**src/rtl/alu_shift_seq.sv**
```systemverilog
// Multi-cycle barrel-shift sequencer. A shift of N positions is performed as N
// one-position ALU shifts. Each ALU result is fed back as the next operand.
// The ALU output is enabled only while the shared result bus is granted.
module alu_shift_seq (
  input  logic        clk,
  input  logic        rst,
  input  logic        start,
  input  logic [1:0]  kind,
  input  logic [31:0] operand,
  input  logic [4:0]  shamt,
  output logic        busy,
  output logic        done,
  output logic        err,
  output logic [31:0] result,
  output logic [3:0]  status,
  output logic        bus_req,
  input  logic        bus_gnt,
  output logic        alu_oe,
  output logic [3:0]  alu_operation,
  output logic [31:0] alu_a,
  input  logic [31:0] alu_result,
  input  logic [3:0]  alu_status
);

  // ALU opcodes; these values mirror include/alu_op.vh
  localparam logic [3:0] ALU_PASSA = 4'h0;
  localparam logic [3:0] ALU_SHL   = 4'h5;
  localparam logic [3:0] ALU_SHR   = 4'h6;
  localparam logic [3:0] ALU_ASHR  = 4'h7;

  localparam logic [1:0] KindShl  = 2'd0;
  localparam logic [1:0] KindShr  = 2'd1;
  localparam logic [1:0] KindAshr = 2'd2;
  localparam logic [1:0] KindIll  = 2'd3;

  localparam logic [1:0] StIdle  = 2'd0;
  localparam logic [1:0] StReq   = 2'd1;
  localparam logic [1:0] StShift = 2'd2;
  localparam logic [1:0] StDone  = 2'd3;

  logic [1:0]  state_q, state_d;
  logic [31:0] acc_q, acc_d;
  logic [4:0]  cnt_q, cnt_d;
  logic [1:0]  kind_q, kind_d;
  logic        err_q, err_d;
  logic [31:0] result_q, result_d;
  logic [3:0]  status_q, status_d;
  logic        carry;

  // Only the ALU carry flag is consumed (for SHL)
  logic unused_status;
  assign unused_status = ^{alu_status[3:2], alu_status[0]};

  // Carry of the current step: SHL takes the ALU's C, right shifts the bit shifted out
  assign carry = (kind_q == KindShl) ? alu_status[1] : acc_q[0];

  // Next-state and datapath updates
  always_comb begin
    state_d  = state_q;
    acc_d    = acc_q;
    cnt_d    = cnt_q;
    kind_d   = kind_q;
    err_d    = err_q;
    result_d = result_q;
    status_d = status_q;
    case (state_q)
      StIdle: begin
        if (start) begin
          acc_d  = operand;
          cnt_d  = shamt;
          kind_d = kind;
          err_d  = 1'b0;
          if (kind == KindIll) begin
            err_d    = 1'b1;
            result_d = operand;
            status_d = 4'b0000;
            state_d  = StDone;
          end else if (shamt == 5'd0) begin
            result_d = operand;
            status_d = {operand[31], (operand == 32'd0), 2'b00};
            state_d  = StDone;
          end else begin
            state_d = StReq;
          end
        end
      end
      StReq: begin
        if (bus_gnt) state_d = StShift;
      end
      StShift: begin
        // Without a grant the ALU is not driving the bus, so nothing is sampled
        if (bus_gnt) begin
          acc_d = alu_result;
          cnt_d = cnt_q - 5'd1;
          if (cnt_q == 5'd1) begin
            result_d = alu_result;
            status_d = {alu_result[31], (alu_result == 32'd0), carry, 1'b0};
            state_d  = StDone;
          end
        end
      end
      StDone: begin
        state_d = StIdle;
      end
      default: begin
        state_d = StIdle;
      end
    endcase
  end

  // State registers with synchronous reset
  always_ff @(posedge clk) begin
    if (rst) begin
      state_q  <= StIdle;
      acc_q    <= 32'd0;
      cnt_q    <= 5'd0;
      kind_q   <= KindShl;
      err_q    <= 1'b0;
      result_q <= 32'd0;
      status_q <= 4'b0000;
    end else begin
      state_q  <= state_d;
      acc_q    <= acc_d;
      cnt_q    <= cnt_d;
      kind_q   <= kind_d;
      err_q    <= err_d;
      result_q <= result_d;
      status_q <= status_d;
    end
  end

  // ALU opcode: shift op only while stepping, pass-through otherwise
  always_comb begin
    alu_operation = ALU_PASSA;
    if (state_q == StShift) begin
      case (kind_q)
        KindShl:  alu_operation = ALU_SHL;
        KindShr:  alu_operation = ALU_SHR;
        KindAshr: alu_operation = ALU_ASHR;
        default:  alu_operation = ALU_PASSA;
      endcase
    end
  end

  assign busy    = (state_q != StIdle);
  assign done    = (state_q == StDone);
  assign err     = (state_q == StDone) && err_q;
  assign bus_req = (state_q == StReq) || (state_q == StShift);
  assign alu_oe  = (state_q == StShift) && bus_gnt;
  assign alu_a   = acc_q;
  assign result  = result_q;
  assign status  = status_q;

endmodule

```
**config.mk**
```make
export PLATFORM = sky130hd
export DESIGN_NAME = alu_shift_seq
export DESIGN_NICKNAME = d
export VERILOG_FILES = /design/src/rtl/alu_shift_seq.sv
export SDC_FILE = /design/constraint.sdc
export NUM_CORES = 1
export LEC_CHECK = 0
export ABC_AREA = 0
export BUFFER_PORTS_ARGS = -buffer_cell sky130_fd_sc_hd__buf_4
export CELL_PAD_IN_SITES_DETAIL_PLACEMENT = 0
export CELL_PAD_IN_SITES_GLOBAL_PLACEMENT = 2
export CORE_ASPECT_RATIO = 0.75
export CORE_UTILIZATION = 28
export DETAILED_ROUTE_END_ITERATION = 12
export GPL_ROUTABILITY_DRIVEN = 0
export PLACE_DENSITY = 0.88
export SYNTH_ARGS = -nofsm -noshare
export SYNTH_HDL_FRONTEND = slang
export SYNTH_SLANG_ARGS = --single-unit
export TNS_END_PERCENT = 10
```
**constraint.sdc**
```tcl
create_clock -name clk -period 2.3 [get_ports clk]
set_clock_uncertainty 0.2 [all_clocks]
set_input_delay 0.345 -clock clk [delete_from_list [all_inputs] [get_ports clk]]
set_output_delay 0.345 -clock clk [all_outputs]
set_load 0.02 [all_outputs]
```
==> reports/metrics.csv <==
stage;metric;value;unit
critical_path;start_kind;register;
sta;tightest_slew;0.555;ns
place;place_hpwl;9330;um
critical_path;slowest_stage;dfxtp_1;
detailed_routing;drt_iter0_drc;122;
global_routing;grt_pass1_wl;19000;um
logic_synthesis;ys_seq_elements;77;
finish;finalCoreUtilization;0.408;
critical_path;cp_max_fo;34;
critical_path;setup.worst_path.class;reg2reg;
detailed_routing;vias;3518;
logic_synthesis;syn_avg_cell_area;9.70;um2
pwr;power_density;1590;nW/um2
critical_path;crit_required;2.29;ns
global_routing;grt_max_degree;40;
logic_synthesis;ys_dominant_reg_cell;dfxtp_1;
logic_synthesis;synth_edf_count;0;
floorplan;die_h;103;um
outcome;status;complete, no violations;
logic_synthesis;async_flop_share;0;
finish;area_growth;40.7;%
job;max-cap-violations;0;
floorplan;pin_count;156;
floorplan;core_area;13200;um2
detailed_routing;viasPerCell;4.98;
global_routing;grt_pass1_vias;3491;
sta;setup_viol;0;
critical_path;critPathCaptureType;register;
clock_network;clk_path_buf_depth;2;
place;numPortBuffers;150;
sta;slew_headroom;0.627;
critical_path;worstPathArrival;2.14;ns
detailed_routing;dr.pass1.iters;4;
floorplan;fp.dieW;137;um
clock_network;cts_buffers;9;
sta;slew_viol_final;0;
finish;nFillCells;1330;
global_routing;overflow;0;
detailed_routing;drc;0;
logic_synthesis;synth_cells;393;
pwr;vdd_drop_max;0.651;mV
floorplan;dieArea;14100;um2
clock_network;ctsHtreeMaxLevel;3;
sta;rsz0062_at_grt;false;
pwr;leakage;2.16;nW
sta;timing.fmax;0.467;GHz
floorplan;initial_utilization;0.290;
floorplan;rows;36;
clock_network;cts.clk_slew.worst_paths;0.06;ns
logic_synthesis;ys_seq_area_frac;0.404;
global_routing;track_usage;0.180;
logic_synthesis;ys_types;41;
clock_network;cts-root-buf;clkbuf_16;
critical_path;slowest_delay;0.42;ns
min_path;hold_path.class;in2reg;
logic_synthesis;syn_area;3810;um2
sta;setup-tns-final;0;ns
detailed_routing;route.detailed.wl_per_inst;17.5;um
clock_network;cts_num_sinks;77;
critical_path;path_cells;inv_1 -> ha_1 -> nand2b_1 -> o211ai_1 -> nor2_4 -> buf_12 -> a311oi_1;
finish;drive_above_1_share;0.405;
critical_path;cp_top_family;flip-flops;
global_routing;antenna_found_initial;0;
sta;final_hold_viol_count;0;
detailed_routing;drt_wl_total;12400;um
finish;finalNetCount;621;
logic_synthesis;synth_warnings;0;
detailed_routing;ant_nets;0;
finish;antenna_cells;0;
clock_network;cts_tree;done;
sta;fin_crit;2.14;ns
clock_network;clk_latency;0.33;ns
sta;fin_crit_sh;0.931;
critical_path;path_buf_inv;2;
-- kinds of logic (layout without fill, tap and decap cells) --
logic type      Yosys count  after routing  share of synthesized area
simple gates            101            101                      0.129
buf+inv                  45            187                     0.0810
mux                      34             34                     0.0902
fa+ha+maj                10             10                     0.0328
other cells               1              2                   0.000983
flops                    77             77                      0.404
compound gates          125            125                      0.262
-- worst paths after layout --
path,startpoint,endpoint,slack (ns),depth (start not counted)
setup reg to reg,state_q[1]$_SDFFE_PP0P_,result[31]$_SDFFE_PP0P_,0.16,7
hold reg to reg,kind_q[0]$_SDFFE_PP0P_,kind_q[0]$_SDFFE_PP0P_,0.28,2
setup / recovery,state_q[1]$_SDFFE_PP0P_,result[31]$_SDFFE_PP0P_,0.16,7
hold / removal,kind[0],kind_q[0]$_SDFFE_PP0P_,0.1,3
-- where the power goes --
part           switching [mW]  total, mW  internal [mW]
registers               0.343       2.22           1.88
logic                    2.87       4.91           2.04
clock network           0.533       1.39          0.862
-- cells in the final DEF (no fill, tap or decap), types with 2 or more instances in the layout --
cell type / n
a211oi_1: 36
a211oi_2: 29
a21oi_1: 42
a311oi_1: 4
and2_1: 2
buf_12: 6
buf_4: 157
clkbuf_16: 9
clkinv_2: 2
conb_1: 2
dfxtp_1: 77
ha_1: 9
inv_1: 9
mux2_2: 3
mux2i_1: 31
nand2_1: 14
nand3_1: 9
nand4_1: 3
nor2_1: 47
nor3_1: 2
nor4_1: 14
nor4b_2: 2
o211a_1: 2
o211ai_1: 2
o21ai_0: 2
or3_1: 2
-- Yosys cell counts, drive strengths merged (3+ instances only) --
cell type	instances	area, um2
dfxtp	77	1540
a211oi	65	633
nor2	48	188
a21oi	42	210
mux2i	31	310
clkbuf	19	141
buf	17	134
nand2	14	52.6
nor4	14	87.6
ha	10	125
inv	9	33.8
nand3	9	45.0
a311oi	4	35.0
and2	3	18.8
mux2	3	33.8
nand4	3	18.8
o211ai	3	36.3
-- metrics by stage --
stage	setup slack [ns]	instances	area, um2	hold slack (ns)	total power [mW]
4_1_cts	0.0586	707	5350	0.0841	8.59
3_5_place_dp	0.0885	692	5060	0.278	7.17
6_report	0.158	707	5370	0.0987	8.53
2_1_floorplan	0.283	394	3820	0.246	5.56
5_1_grt	0.00970	707	5370	0.0920	9.11
3_3_place_gp	0.106	692	5060	0.272	7.10
-- worst min-delay path, stage by stage --
cell     delay (ns)
buf_4          0.11
nand3_1        0.06
a21oi_1        0.05
-- timing repair --
item                                    in CTS  in global routing
hold buffers                                 0                  0
buffers inserted                             0                  0
gates resized for setup                      0                  3
endpoints found under the setup margin       0                 21
-- registers in the layout (all words and copies together), names as in the netlist --
name	cells
err_q	1
result	32
cnt_q	5
kind_q	2
alu_a	32
status	3
state_q	2
-- final cells by class --
| cell class | count | area [um2] | share of cell area |
|---|---|---|---|
| Clock buffer | 11 | 243 | 0.0452 |
| Clock inverter | 4 | 48.8 | 0.00909 |
| Inverter | 9 | 33.8 | 0.00629 |
| Multi-Input combinational cell | 272 | 1990 | 0.370 |
| Sequential cell | 77 | 1540 | 0.287 |
| Tap cell | 171 | 214 | 0.0399 |
| Timing Repair Buffer | 163 | 1300 | 0.242 |
-- routing by layer --
layer	share of wire	wire [um]	vias up	GRT usage
met2	0.45	5550	103	0.287
met1	0.47	5800	1656	0.233
li1	-	-	1748	-
met5	0	0	-	0
met3	0.072	891	11	0.0610
met4	0.012	144	0	0.0470
Note: power is estimated with default switching activity, not from simulation.
